**src/rtl/volt_chan_sched_if.sv**
```systemverilog
// Converter link and tagged result bus of the channel scheduler.
// master = scheduler side, slave = converter plus result consumer.
interface volt_chan_sched_if #(
  parameter int unsigned CH_W = 2
) ();
  logic [11:0]     conv_din;
  logic            conv_start;
  logic [19:0]     conv_dec;
  logic [7:0]      conv_sig;
  logic            res_valid;
  logic [CH_W-1:0] res_ch;
  logic [19:0]     res_dec;
  logic [7:0]      res_sig;

  modport master (
    output conv_din, conv_start, res_valid, res_ch, res_dec, res_sig,
    input  conv_dec, conv_sig
  );

  modport slave (
    input  conv_din, conv_start, res_valid, res_ch, res_dec, res_sig,
    output conv_dec, conv_sig
  );
endinterface

```
**src/rtl/volt_chan_sched.sv**
```systemverilog
// Round-robin scheduler sharing one fixed-latency voltage converter among N_CH ADC channels.
// One pending sample per channel, one issue per cycle, results returned tagged by channel.
module volt_chan_sched #(
  parameter int unsigned N_CH     = 4,
  parameter int unsigned CH_W     = 2,
  parameter int unsigned CONV_LAT = 4
) (
  input  logic               ad_clk,
  input  logic               rst,
  input  logic               en,
  input  logic [N_CH-1:0]    smp_valid,
  input  logic [N_CH*12-1:0] smp_data,
  input  logic               ovr_clr,
  output logic [N_CH-1:0]    ovr,
  output logic               busy,
  volt_chan_sched_if.master  bus
);

  localparam logic [CH_W-1:0] RrInit = CH_W'(N_CH - 1);

  // Pending slots
  logic [11:0]     pending_q [N_CH];
  logic [N_CH-1:0] full_q, full_d;
  logic [N_CH-1:0] ovr_q, ovr_d, ovr_set;

  // Arbitration
  logic [CH_W-1:0] rr_q, rr_d;
  logic [CH_W-1:0] cand;
  logic            gnt_vld;
  logic [CH_W-1:0] gnt_ch;
  logic [N_CH-1:0] gnt_oh;

  // Issue stage
  logic            conv_start_q, conv_start_d;
  logic [11:0]     conv_din_q, conv_din_d;
  logic [CH_W-1:0] issue_ch_q, issue_ch_d;

  // In-flight tags
  logic [CONV_LAT-1:0] tag_vld_q;
  logic [CH_W-1:0]     tag_ch_q [CONV_LAT];
  logic                tag_mature;

  // Result stage
  logic            res_valid_q;
  logic [CH_W-1:0] res_ch_q;
  logic [19:0]     res_dec_q;
  logic [7:0]      res_sig_q;

  // First full slot after the last grant, wrapping at N_CH-1.
  always_comb begin
    gnt_vld = 1'b0;
    gnt_ch  = '0;
    cand    = '0;
    for (int unsigned i = 1; i <= N_CH; i++) begin
      cand = CH_W'((32'(rr_q) + i) % N_CH);
      if (en && !gnt_vld && full_q[cand]) begin
        gnt_vld = 1'b1;
        gnt_ch  = cand;
      end
    end
  end

  always_comb begin
    gnt_oh = gnt_vld ? (N_CH'(1) << gnt_ch) : '0;
    rr_d   = gnt_vld ? gnt_ch : rr_q;
  end

  // A capture on the slot being granted refills it without counting as an overrun.
  always_comb begin
    full_d  = (full_q & ~gnt_oh) | smp_valid;
    ovr_set = smp_valid & full_q & ~gnt_oh;
    ovr_d   = (ovr_q & ~{N_CH{ovr_clr}}) | ovr_set;
  end

  always_comb begin
    conv_start_d = gnt_vld;
    conv_din_d   = gnt_vld ? pending_q[gnt_ch] : conv_din_q;
    issue_ch_d   = gnt_vld ? gnt_ch : issue_ch_q;
  end

  always_ff @(posedge ad_clk) begin
    if (rst) begin
      for (int k = 0; k < int'(N_CH); k++) begin
        pending_q[k] <= '0;
      end
    end else begin
      for (int k = 0; k < int'(N_CH); k++) begin
        if (smp_valid[k]) begin
          pending_q[k] <= smp_data[12*k +: 12];
        end
      end
    end
  end

  always_ff @(posedge ad_clk) begin
    if (rst) begin
      full_q       <= '0;
      ovr_q        <= '0;
      rr_q         <= RrInit;
      conv_start_q <= 1'b0;
      conv_din_q   <= '0;
      issue_ch_q   <= '0;
    end else begin
      full_q       <= full_d;
      ovr_q        <= ovr_d;
      rr_q         <= rr_d;
      conv_start_q <= conv_start_d;
      conv_din_q   <= conv_din_d;
      issue_ch_q   <= issue_ch_d;
    end
  end

  // Tag pipe runs in lockstep with the converter; reset drops everything in flight.
  always_ff @(posedge ad_clk) begin
    if (rst) begin
      tag_vld_q <= '0;
      for (int i = 0; i < int'(CONV_LAT); i++) begin
        tag_ch_q[i] <= '0;
      end
    end else begin
      tag_vld_q[0] <= conv_start_q;
      tag_ch_q[0]  <= issue_ch_q;
      for (int i = 1; i < int'(CONV_LAT); i++) begin
        tag_vld_q[i] <= tag_vld_q[i-1];
        tag_ch_q[i]  <= tag_ch_q[i-1];
      end
    end
  end

  assign tag_mature = tag_vld_q[CONV_LAT-1];

  always_ff @(posedge ad_clk) begin
    if (rst) begin
      res_valid_q <= 1'b0;
      res_ch_q    <= '0;
      res_dec_q   <= '0;
      res_sig_q   <= '0;
    end else begin
      res_valid_q <= tag_mature;
      if (tag_mature) begin
        res_ch_q  <= tag_ch_q[CONV_LAT-1];
        res_dec_q <= bus.conv_dec;
        res_sig_q <= bus.conv_sig;
      end
    end
  end

  always_comb begin
    bus.conv_din   = conv_din_q;
    bus.conv_start = conv_start_q;
    bus.res_valid  = res_valid_q;
    bus.res_ch     = res_ch_q;
    bus.res_dec    = res_dec_q;
    bus.res_sig    = res_sig_q;
    ovr            = ovr_q;
    busy           = (|full_q) | (|tag_vld_q) | conv_start_q;
  end

endmodule

```
**src/flat_wrapper.sv**
```systemverilog
// flat-port wrapper written by rule: the top's interface ports become plain ports
module volt_chan_sched_flat 
#(
  parameter int unsigned N_CH     = 4,
  parameter int unsigned CH_W     = 2,
  parameter int unsigned CONV_LAT = 4
)
  (ad_clk, rst, en, smp_valid, smp_data, ovr_clr, ovr, busy, bus_conv_din, bus_conv_start, bus_res_valid, bus_res_ch, bus_res_dec, bus_res_sig, bus_conv_dec, bus_conv_sig);
  volt_chan_sched_if #(.CH_W(CH_W)) bus_i ();
  input  logic ad_clk;
  input  logic rst;
  input  logic en;
  input  logic [N_CH-1:0] smp_valid;
  input  logic [N_CH*12-1:0] smp_data;
  input  logic ovr_clr;
  output logic [N_CH-1:0] ovr;
  output logic busy;
  output wire logic [$bits(bus_i.conv_din)-1:0] bus_conv_din;
  output wire logic [$bits(bus_i.conv_start)-1:0] bus_conv_start;
  output wire logic [$bits(bus_i.res_valid)-1:0] bus_res_valid;
  output wire logic [$bits(bus_i.res_ch)-1:0] bus_res_ch;
  output wire logic [$bits(bus_i.res_dec)-1:0] bus_res_dec;
  output wire logic [$bits(bus_i.res_sig)-1:0] bus_res_sig;
  input wire logic [$bits(bus_i.conv_dec)-1:0] bus_conv_dec;
  input wire logic [$bits(bus_i.conv_sig)-1:0] bus_conv_sig;
  assign bus_conv_din = bus_i.conv_din;
  assign bus_conv_start = bus_i.conv_start;
  assign bus_res_valid = bus_i.res_valid;
  assign bus_res_ch = bus_i.res_ch;
  assign bus_res_dec = bus_i.res_dec;
  assign bus_res_sig = bus_i.res_sig;
  assign bus_i.conv_dec = bus_conv_dec;
  assign bus_i.conv_sig = bus_conv_sig;
  volt_chan_sched #(.N_CH(N_CH), .CH_W(CH_W), .CONV_LAT(CONV_LAT)) u_core (.ad_clk(ad_clk), .rst(rst), .en(en), .smp_valid(smp_valid), .smp_data(smp_data), .ovr_clr(ovr_clr), .ovr(ovr), .busy(busy), .bus(bus_i));
endmodule
```
**config.mk**
```make
export PLATFORM = sky130hd
export DESIGN_NAME = volt_chan_sched_flat
export DESIGN_NICKNAME = d
export VERILOG_FILES = /design/src/rtl/volt_chan_sched_if.sv /design/src/rtl/volt_chan_sched.sv /design/src/flat_wrapper.sv
export SDC_FILE = /design/constraint.sdc
export NUM_CORES = 1
export LEC_CHECK = 0
export ABC_AREA = 1
export BUFFER_PORTS_ARGS = -buffer_cell sky130_fd_sc_hd__buf_2
export CAP_MARGIN = 5
export CELL_PAD_IN_SITES_DETAIL_PLACEMENT = 0
export CELL_PAD_IN_SITES_GLOBAL_PLACEMENT = 1
export CORE_MARGIN = 3
export CORE_UTILIZATION = 41
export DETAILED_ROUTE_END_ITERATION = 6
export HOLD_SLACK_MARGIN = 0.06
export PLACE_DENSITY_LB_ADDON = 0.1
export SLEW_MARGIN = 20
export SYNTH_ARGS = -nofsm -noshare
export SYNTH_HDL_FRONTEND = slang
export SYNTH_SLANG_ARGS = --single-unit
```
**constraint.sdc**
```tcl
create_clock -name ad_clk -period 3.2 [get_ports ad_clk]
set_input_delay 0.16 -clock ad_clk [delete_from_list [all_inputs] [get_ports ad_clk]]
set_output_delay 0.16 -clock ad_clk [all_outputs]
set_load 0.1 [all_outputs]
```
==> key figures <==
Route
  • Avg Vias per Cell: 4.59
  • Vias after detailed routing: 4,484
  • DRT Pass-1 Iters: 4
  • DRC: 0
  • Routed WL: 12,400 um
  • DR iter-0 viols: 278
  • Avg WL per Cell: 12.8 um
  • Antenna Nets Post-Route: 0

Clock network
  • Worst-Skew Late Latency: 0.41 ns
  • Sink Count: 116
  • Root buf cell: clkbuf_16
  • TritonCTS clock tree: yes
  • Post_cts resized: 0
  • Number of H-tree levels: 4
  • Num CTS Buffers: 17
  • Clk slew on worst S/H paths: 0.05 ns
  • CTS max path bufs: 2

STA
  • Hold Slack: 0.0738 ns
  • Finish-stage setup viols: 0
  • PnR worst setup slack: 0.543 ns
  • Tightest Pin Transition: 0.906 ns
  • Period minus WS final: 2.66 ns
  • Final Max Tran Viols: 0
  • Fmax: 376 MHz
  • Worst slew margin: 0.396
  • TNS Setup: 0 ns
  • RSZ-0062 raised after global routing: no
  • Setup Skew: 0.0101 ns
  • Post-route clock period utilization: 0.830
  • Fin. Hold Viols: 0

Power
  • NetSw: 2.40 mW
  • Pwr dens: 851 nW/um2
  • Power share of the sequential group: 0.313
  • Leakage power: 3.65 nW
  • P_int: 3.48 mW
  • Sw Ratio: 0.408
  • Logic pwr share: 0.388
  • Clock power share: 0.299
  • Peak supply drop: 619 uV
  • Tot Pwr: 5.88 mW

Synth
  • Post-Syn Instances: 628
  • Distinct cells, synth: 24
  • Post-synthesis register bit count: 116
  • Number of synthesis warnings: 0
  • Post-Syn Area: 4980 um2
  • Mean Syn Cell Area: 7.93 um2
  • Synthesized Nets: 712
  • Sequential area share after synthesis: 0.563

Global routing
  • Initial antenna violation count: 0
  • Largest net degree at the start of global routing: 47
  • Global-route usage over all layers: 0.189
  • Vias in the first global route: 4,203
  • First-pass GRT wire length: 19,800 um
  • Global route total overflow: 0

Placed design
  • Buffers added on ports: 132
  • Placed insts: 878
  • Dpl ws: 0.543 ns
  • Hpwl dp: 8390 um
  • Dpl cell area: 5690 um2
  • RD Place Congestion: 0.847

Setup path
  • Reg2reg path depth: 13
  • Cell breakdown of the critical path: inv_2 -> nand2_1 -> nand2_2 -> nand2_1 -> nand2_2 -> nand4_2 -> inv_1 -> nor3b_1 -> nand2_1 -> o21ai_0 -> inv_1 -> nand2_1 -> inv_1
  • Flop-to-flop setup slack: 0.54 ns
  • Cell count along the critical path: 13
  • Worst Path Max Fanout: 27
  • Worst Path Required: 3.51 ns
  • CP startpoint: u_core.rr_q[0]$_SDFFE_PP1P_
  • CP dominant cell by count: nand2_1
  • Critical Path Source Type: register
  • Max stage delay cell, worst path: dfxtp_1
  • RR Startpoint: u_core.rr_q[0]$_SDFFE_PP1P_
  • Crit path to: u_core.bus.conv_din[0]$_SDFFE_PP0P_
  • Reg2reg end: u_core.bus.conv_din[0]$_SDFFE_PP0P_
  • CP max stage delay: 0.57 ns
  • Critical path class: reg -> reg
  • Largest delay contributor family on the critical path: simple AND/OR/NAND/NOR gates
  • Setup crit end kind: register
  • Worst path arrival time: 2.96 ns
  • Buffers & Inverters on Critical Path: 4

Finish
  • Register Area: 2800 um2
  • Final nets: 904
  • Finished Layout Cells: 976
  • Layout cell share with drive strength beyond 1: 0.215
  • Area of the multi-input gates: 1630 um2
  • Most frequent cells in the layout: nand2_1, buf_2, nor2_1, inv_1, dfxtp_1
  • Filler cells: 1,073
  • Commonest non-fill, non-tap cell in the layout: nand2_1
  • Ant. Diodes: 0
  • Area Growth Syn to Fin: 38.9%
  • Util after Layout: 0.593
  • Finished Cell Area: 6920 um2

Die
  • DIE WIDTH: 116 um
  • Initial Util: 0.427
  • Core ar.: 11,700 um2
  • Die height: 116 um
  • FP Rows: 39
  • Num ports: 133
  • Die area: 13,500 um2

Flow run
  • Max cap viols: 0

Outcome
  • Status: complete, no violations

Min path
  • Hold Crit Start: smp_data[28]
  • Worst min path class: in -> reg
[per-layer routing]
layer / track usage / share of wire / vias to the layer above / wire length, um
met3: 0.0549 / 0.046 / 20 / 573
met5: 0 / 0 / - / 0
met1: 0.226 / 0.43 / 2017 / 5370
met4: 0.0735 / 0.022 / 0 / 280
li1: - / - / 2325 / -
met2: 0.324 / 0.50 / 122 / 6230
[tightest hold or removal path, stage by stage]
cell and delay (ns):
buf_2 0.08, inv_1 0.03, nor2_1 0.10
[synth_stat cells (all sizes together)]
cell type / number / area share
nand2: 143 / 0.11
nor2: 127 / 0.096
inv: 102 / 0.077
dfxtp: 68 / 0.27
o21ai: 54 / 0.055
edfxtp: 48 / 0.29
nand3: 45 / 0.045
buf: 15 / 0.022
clkbuf: 14 / 0.011
nand4: 3 / 0.0050
or2: 3 / 0.0038
nor4: 2 / 0.0025
o211ai: 2 / 0.0030
a21oi: 1 / 0.0033
nor3b: 1 / 0.0015
[power groups by stage]
stage / Sequential (mW) / Clock, mW / Combinational (mW)
after floorplan: 2.35 / 0 / 1.38
after global placement: 1.87 / 0 / 2.22
after detailed placement: 1.87 / 0 / 2.23
after CTS: 1.84 / 1.79 / 2.30
after global routing: 1.86 / 1.85 / 2.54
final: 1.84 / 1.76 / 2.28
[flip-flops by register name (all words and copies together), names as in the netlist, 2 cells and up]
| name | count |
|---|---|
| u_core.ovr | 4 |
| u_core.bus.conv_din | 12 |
| u_core.issue_ch_q | 2 |
| u_core.full_q | 4 |
| u_core.bus.res_sig | 8 |
| u_core.bus.res_ch | 2 |
| u_core.tag_vld_q | 4 |
| u_core.tag_ch_q | 8 |
| u_core.bus.res_dec | 20 |
| u_core.pending_q | 48 |
| u_core.rr_q | 2 |
[kinds of logic (layout without fill, tap and decap cells)]
family,after synthesis,in the layout,share of synthesized area
AOI/OAI and AO/OA,57,57,0.0613
buffers and inverters,131,336,0.109
DFF,116,116,0.563
and+or+nand+nor,324,324,0.267
[worst min path at each step]
| stage | to | cells after the start |
|---|---|---|
| after global placement | u_core.bus.res_dec[2]$_SDFFE_PP0P_ | 3 |
| final | u_core.pending_q[2][4]$_SDFFCE_PN0P_ | 3 |
| after floorplan | u_core.tag_ch_q[0][0]$_SDFF_PP0_ | 1 |
| after global routing | u_core.ovr[0]$_SDFF_PP0_ | 4 |
| after detailed placement | u_core.bus.res_dec[13]$_SDFFE_PP0P_ | 3 |
| after CTS | u_core.pending_q[0][8]$_SDFFCE_PN0P_ | 3 |
[final cells by class]
cell class / instances / share of cell area
sequential: 116 / 0.405
clock buffer: 29 / 0.0798
tap: 143 / 0.0259
clock inverter: 3 / 0.00217
timing repair buffer: 202 / 0.195
multi-input combinational: 381 / 0.236
inverter: 102 / 0.0554
[what timing repair did]
| action | CTS | global route |
|---|---|---|
| hold buffers | 66 | 0 |
| hold endpoints to repair | 66 | 0 |
| buffers inserted | 0 | 0 |
Power figures use the tool's default switching activity.
